<file path="config.mk">
export PLATFORM = sky130hd
export DESIGN_NAME = mem_port_arbiter
export DESIGN_NICKNAME = d
export VERILOG_FILES = /design/src/rtl/mem_port_arbiter.sv
export SDC_FILE = /design/constraint.sdc
export NUM_CORES = 1
export LEC_CHECK = 0
export ABC_CLOCK_PERIOD_IN_PS = 4200
export CAP_MARGIN = 20
export CORE_MARGIN = 1.5
export CORE_UTILIZATION = 35
export DETAILED_ROUTE_END_ITERATION = 8
export PLACE_DENSITY = 0.67
export SYNTH_ARGS = -nofsm -noshare
export SYNTH_HDL_FRONTEND = slang
export SYNTH_SLANG_ARGS = --single-unit
</file>
<file path="constraint.sdc">
create_clock -name clk -period 4.2 [get_ports clk]
set_input_delay 0.42 -clock clk [delete_from_list [all_inputs] [get_ports clk]]
set_output_delay 0.42 -clock clk [all_outputs]
set_load 0.02 [all_outputs]
</file>
<file path="src/rtl/mem_port_arbiter.sv">
// mem_port_arbiter: shares one unified memory port between instruction fetch
// and the MEM stage. One outstanding transaction at a time, and data wins
// whenever both requesters are seen together in IDLE. A redirect (flush_i)
// cancels an in-flight fetch: the bus access still completes, but its data
// is discarded and no if_done_o pulse is produced.
//
// Optional build macro MEM_ARB_PERF_EN adds two saturating 32-bit stall
// cycle counters (perf_if_stall_o, perf_dm_stall_o).
//
// state | meaning
// IDLE  | no transaction; sample requesters (data first)
// REQ   | mem_req_o high with stable address/controls, waiting for mem_gnt_i
// RSP   | granted, waiting for mem_rvalid_i
// DONE  | owner's done pulse is visible this cycle; return to IDLE

module mem_port_arbiter #(
   parameter int ADDR_W = 32,
   parameter int DATA_W = 32
) (
   input  logic                clk,
   input  logic                rst,
   input  logic                if_req_i,
   input  logic [ADDR_W-1:0]   if_addr_i,
   output logic [DATA_W-1:0]   if_rdata_o,
   output logic                if_done_o,
   input  logic                dm_req_i,
   input  logic                dm_we_i,
   input  logic [ADDR_W-1:0]   dm_addr_i,
   input  logic [DATA_W-1:0]   dm_wdata_i,
   input  logic [DATA_W/8-1:0] dm_wstrb_i,
   output logic [DATA_W-1:0]   dm_rdata_o,
   output logic                dm_done_o,
   input  logic                flush_i,
   output logic                mem_req_o,
   output logic                mem_we_o,
   output logic [ADDR_W-1:0]   mem_addr_o,
   output logic [DATA_W-1:0]   mem_wdata_o,
   output logic [DATA_W/8-1:0] mem_wstrb_o,
   input  logic                mem_gnt_i,
   input  logic                mem_rvalid_i,
   input  logic [DATA_W-1:0]   mem_rdata_i,
   output logic                stall_if_o,
   output logic                stall_mem_o
`ifdef MEM_ARB_PERF_EN
   ,
   output logic [31:0]         perf_if_stall_o,
   output logic [31:0]         perf_dm_stall_o
`endif
);

   typedef enum logic [1:0] {
      IDLE = 2'd0,
      REQ  = 2'd1,
      RSP  = 2'd2,
      DONE = 2'd3
   } state_t;

   state_t state;
   logic   owner;   // 0 = fetch, 1 = data
   logic   cancel;
   logic   fetch_drop;

   // A fetch in flight is abandoned by a redirect or by IF letting go of its
   // request; either one means the returning instruction must be dropped.
   assign fetch_drop = !owner & (flush_i | !if_req_i);

   // Stall requests fed into the hazard unit's stall/flush network.
   assign stall_mem_o = dm_req_i & !dm_done_o;
   assign stall_if_o  = if_req_i & !if_done_o & !flush_i;

   // Transaction sequencer with registered memory-side and requester outputs.
   always_ff @(posedge clk) begin
      if (rst) begin
         state       <= IDLE;
         owner       <= 1'b0;
         cancel      <= 1'b0;
         mem_req_o   <= 1'b0;
         mem_we_o    <= 1'b0;
         mem_addr_o  <= '0;
         mem_wdata_o <= '0;
         mem_wstrb_o <= '0;
         if_rdata_o  <= '0;
         if_done_o   <= 1'b0;
         dm_rdata_o  <= '0;
         dm_done_o   <= 1'b0;
      end else begin
         if_done_o <= 1'b0;
         dm_done_o <= 1'b0;
         case (state)
            IDLE: begin
               if (dm_req_i) begin
                  mem_req_o   <= 1'b1;
                  mem_we_o    <= dm_we_i;
                  mem_addr_o  <= dm_addr_i;
                  mem_wdata_o <= dm_wdata_i;
                  mem_wstrb_o <= dm_wstrb_i;
                  owner       <= 1'b1;
                  state       <= REQ;
               end else if (if_req_i && !flush_i) begin
                  mem_req_o   <= 1'b1;
                  mem_we_o    <= 1'b0;
                  mem_addr_o  <= if_addr_i;
                  mem_wdata_o <= '0;
                  mem_wstrb_o <= '0;
                  owner       <= 1'b0;
                  state       <= REQ;
               end
            end
            REQ: begin
               if (fetch_drop) cancel <= 1'b1;
               if (mem_gnt_i) begin
                  mem_req_o <= 1'b0;
                  state     <= RSP;
               end
            end
            RSP: begin
               if (fetch_drop) cancel <= 1'b1;
               if (mem_rvalid_i) begin
                  state <= DONE;
                  if (owner) begin
                     dm_done_o <= 1'b1;
                     if (!mem_we_o) dm_rdata_o <= mem_rdata_i;
                  end else if (!(cancel || fetch_drop)) begin
                     if_done_o  <= 1'b1;
                     if_rdata_o <= mem_rdata_i;
                  end
               end
            end
            DONE: begin
               // Requests still high here belong to the access just finished.
               cancel <= 1'b0;
               state  <= IDLE;
            end
            default: state <= IDLE;
         endcase
      end
   end

`ifdef MEM_ARB_PERF_EN
   // Saturating stall-cycle counters for performance analysis.
   always_ff @(posedge clk) begin
      if (rst) begin
         perf_if_stall_o <= '0;
         perf_dm_stall_o <= '0;
      end else begin
         if (stall_if_o && (perf_if_stall_o != '1))
            perf_if_stall_o <= perf_if_stall_o + 32'd1;
         if (stall_mem_o && (perf_dm_stall_o != '1))
            perf_dm_stall_o <= perf_dm_stall_o + 32'd1;
      end
   end
`endif

endmodule
</file>
# Yosys cells after proc, flatten, opt, wreduce, memory -nomap -nowiden
# Cells that the tools add are included.
dict set report word_totals {
  output_inout_bits 138
  input_bits 140
  memories 0
  ram_bits 0
  latchBits 0
  ff_bits 140
  romBits 0
}
dict set report classes {
  n_lt_le_gt_ge 0
  mul 0
  add_sub_neg 0
  n_div 0
  shifts 0
  n_mux 22
  n_eq_ne 7
  bitwise_logic 10
  reduce_logical 20
}
# op count
set op_table {}
lappend op_table {{$mux 32} 4}
lappend op_table {{$mux 1} 9}
lappend op_table {{$mux 2} 4}
lappend op_table {{$mux 4} 2}
lappend op_table {{$pmux 2 s4} 1}
lappend op_table {{$reduce_and 4->1} 2}
lappend op_table {{$reduce_and 3->1} 2}
lappend op_table {{$reduce_bool 2->1} 3}
lappend op_table {{$logic_not 1->1} 5}
lappend op_table {{$not 1->1} 5}
lappend op_table {{$and 1x1->1} 4}
lappend op_table {{$eq 2x2->1 const B} 2}
lappend op_table {{$ne 2x2->1 const B} 2}
lappend op_table {{$pmux 1 s2} 2}
lappend op_table {{$reduce_and 2->1} 2}
lappend op_table {{$reduce_or 4->1} 1}
lappend op_table {{$ne 3x3->1 const B} 1}
lappend op_table {{$reduce_or 3->1} 1}
lappend op_table {{$eq 2x1->1 const B} 1}
lappend op_table {{$logic_not 2->1} 1}
lappend op_table {{$ne 2x1->1 const B} 1}
lappend op_table {{$reduce_or 2->1} 1}
lappend op_table {{$logic_and 1x1->1} 1}
lappend op_table {{$logic_or 1x1->1} 1}
lappend op_table {{$or 1x1->1} 1}

# Depth between registers and ports, before layout
dict set report depth {
  word_depth 6
  mapped_depth 7
}

# Least setup slack after synthesis
# OpenSTA, ideal clock, no wires.
dict set report synth_timing {
  path_kind {input to output}
  startpoint {input dm_req_i}
  endpoint {output stall_mem_o}
  t_arrival_ns 1.376
  cell_stages 4
  t_required_ns 3.780
  setup_slack_ns 2.404
  path_cell_list {buf_2 buf_4 clkbuf_1 nor2b_1}
}
dict set report synth_between {
  elab_chain_len 1
}
# item line_no
set synth_rtl {}
lappend synth_rtl {{start, declared} 26} ;# input logic dm_req_i,
lappend synth_rtl {{$and 1x1->1} 68} ;# assign stall_mem_o = dm_req_i & !dm_done_o;
lappend synth_rtl {{end, declared} 43} ;# output logic stall_mem_o
# Every way passes these cells.

# Final worst setup path
# Same ends and word-level chain as after synthesis.

==> flow_summary.yaml <==
pwr:
  p_leak_nw: 3.713
  ir_worst_vdd_mv: 0.4058
  p_per_area_mw_per_mm2: 492.6
timing:
  finalSetupTns_ns: 0
  fmax_mhz: 431.5
  tightest_slew_ns: 1.047
  slew_headroom_pct: 30.19
  hold_viol: 0
  skew_ns: 0.004787
  rsz0062_at_grt: "false"
  final_max_slew_viol_count: 0
  final.period_utilization_pct: 55.18
  period_needed_ns: 2.318
  setup_violations: 0
synth:
  syn-instance-count: 610
  synth_area_sq_mm: 0.005918
  synth_top_area_share_pct: 47.36
  synthTopCellsByArea: "dfxtp_1 (47%), mux2i_1 (11%), nand2_1 (8.4%), a31o_1 (5.5%), and4_1 (5.5%)"
  ys_types: 35
  synth_most_common_cell: "dfxtp_1"
  synth_top_cells_by_count: "dfxtp_1 (140), nand2_1 (133), mux2i_1 (65), a31o_1 (37), and4_1 (37)"
  syn_nets: 755
  synth_top_area_cell: "dfxtp_1"
  async_reset_ff_share_pct: 0
  syn_area_per_cell_sq_um: 9.702
  synth_seq_cells: 140
  synth_seq_area_share_pct: 47.36
  synth_warnings: 0
  synth-edff-count: 0
  synthFlopType: "dfxtp_1"
clock_tree:
  cts_resized: 0
  insertion_delay_ns: 0.41
  cts_buffer_depth: 2
  cts_tree: "yes"
  cts_hold_buf: 0
  cts.root.buffer_cell: "clkbuf_16"
  clock_sinks: 140
  cts_setup_buffers: 0
  cts_buffers: 17
  clk_pin_slew_worst_paths_ns: 0.06
  cts_max_level: 4
status:
  status: "completed"
die:
  initial_utilization_pct: 35.81
  rows: 47
  dieArea_sq_mm: 0.01770
  pin_count: 278
  die_y_microns: 133.0
  core_sq_mm: 0.01652
  die_x_microns: 133.0
placement:
  placed_area_sq_mm: 0.008736
  dp.cells: 1051
  place_congestion: 0.8011
  port_buffers: 277
  dp_hpwl_microns: 12270
hold_path:
  hp-class: "flop to flop"
final_layout:
  nets: 996
  fillers: 1406
  num_antenna_cells: 0
  fin_area_sq_mm: 0.009359
  syn_to_final_growth_pct: 58.14
  instances_no_fill: 1082
  layout-drive-gt1-share_pct: 5.336
worst_setup_path:
  worstPathMaxFanout: 74
  cp.arrival_ns: 1.90
  critPathTopFamily: "buffers and inverters"
  cpPeakStageDelay_ns: 0.62
  crit_path_end_kind: "output port"
  slowest_stage: "clkdlybuf4s50_1"
  cp.required_ns: 3.78
  start_kind: "primary input"
  crit_type: "primary input to output port"
  path_cells: "buf_4 -> nor2b_1 -> clkdlybuf4s50_1"
  crit_buf_inv: 2
  r2r_setup_slack_ns: 2.16
grt:
  grt_use_met2_pct: 33.62
  grt_max_degree: 116
  met3_usage_pct: 6.092
  overflow: 0
  grt_pass1_wl_microns: 27610
  grt_use_met1_pct: 22.29
  grt_pass1_vias: 5449
  antenna_found_initial: 0
  grtUsageTotal_pct: 19.65
  gr-max-usage-layer: "met2"
drt:
  vias_per_cell: 5.100
  vias: 5518
  drt_iter0_markers: 233
  wirelength_microns: 17690
  ant_nets: 0
  avgRoutedWirePerCell_microns: 16.35
  dr.pass1.iters: 5
  drc_errors: 0
job:
  cap_violations: 0
## per-layer routing
| metal | vias up | part of all wire [%] |
|---|---|---|
| met5 | - | 0 |
| met1 | 2585 | 41 |
| met4 | 0 | 3.4 |
| li1 | 2677 | - |
| met2 | 215 | 48 |
| met3 | 41 | 7.3 |
## report_power, final
group	internal [mW]	switching [mW]
Clock	0.956	0.552
Sequential	1.52	0.119
Combinational	0.687	0.775
Total	3.16	1.45
## layout by cell type, fill, tap and decap left out, types with 3 or more instances in the layout
cell type        count
clkdlybuf4s50_1    276
dfxtp_1            140
nand2_1            133
mux2i_1             65
and4_1              37
a31o_1              37
a21oi_1             33
o211ai_1            33
o211a_1             32
clkbuf_16           17
buf_4                9
nor2b_1              4
ha_1                 4
clkinv_2             4
inv_1                3
nor2_1               3
bufinv_16            3
## state kept, by name (all words and copies together), names as in the netlist
| register | count |
|---|---|
| owner | 1 |
| dm_done_o | 1 |
| mem_req_o | 1 |
| state | 2 |
| if_rdata_o | 32 |
| mem_wstrb_o | 4 |
| dm_rdata_o | 32 |
| cancel | 1 |
| if_done_o | 1 |
| mem_we_o | 1 |
| mem_wdata_o | 32 |
| mem_addr_o | 32 |
## worst paths after layout
path                                     from                     endpoint  cells after the start
setup / recovery                     dm_req_i                  stall_mem_o                      3
hold / removal    dm_rdata_o[14]$_SDFFE_PP0P_  dm_rdata_o[14]$_SDFFE_PP0P_                      2
setup reg to reg        state[0]$_SDFFE_PP0P_  mem_wdata_o[5]$_SDFFE_PP0P_                      6
hold reg to reg   dm_rdata_o[14]$_SDFFE_PP0P_  dm_rdata_o[14]$_SDFFE_PP0P_                      2
## logic make-up after synthesis
family | Yosys count | synth area share [%]
AO/OA/AOI/OAI | 143 | 18.86
adder cells (fa/ha/maj) | 5 | 1.057
buffers and inverters | 69 | 5.708
flip-flops | 140 | 47.36
multiplexers | 65 | 10.99
AND/OR/NAND/NOR | 188 | 16.03
## per-stage QoR
step	util, %	setup WS (ns)	hold slack (ns)	total power [mW]
after floorplan	-	2.404	0.4677	2.475
after global placement	52.87	1.699	0.4416	3.064
after detailed placement	52.87	1.570	0.4485	3.098
after CTS	56.47	1.895	0.4568	4.633
after global routing	56.64	1.803	0.4697	4.826
final	56.64	1.882	0.4544	4.610
## tightest hold or removal path: stages, from the launching register on
cell     delay [ns]
dfxtp_1        0.31
nand2_1        0.05
a21oi_1        0.05
## cell type report
cell class,count,area [sq um],area share (%)
timing repair buffer,287,2878,30.75
sequential,140,2803,29.95
multi-input combinational,401,2790,29.81
clock buffer,19,452.9,4.840
tap,220,275.3,2.941
clock inverter,11,142.6,1.524
inverter,4,17.52,0.1872
No activity file was read; power rests on OpenSTA's default activity.
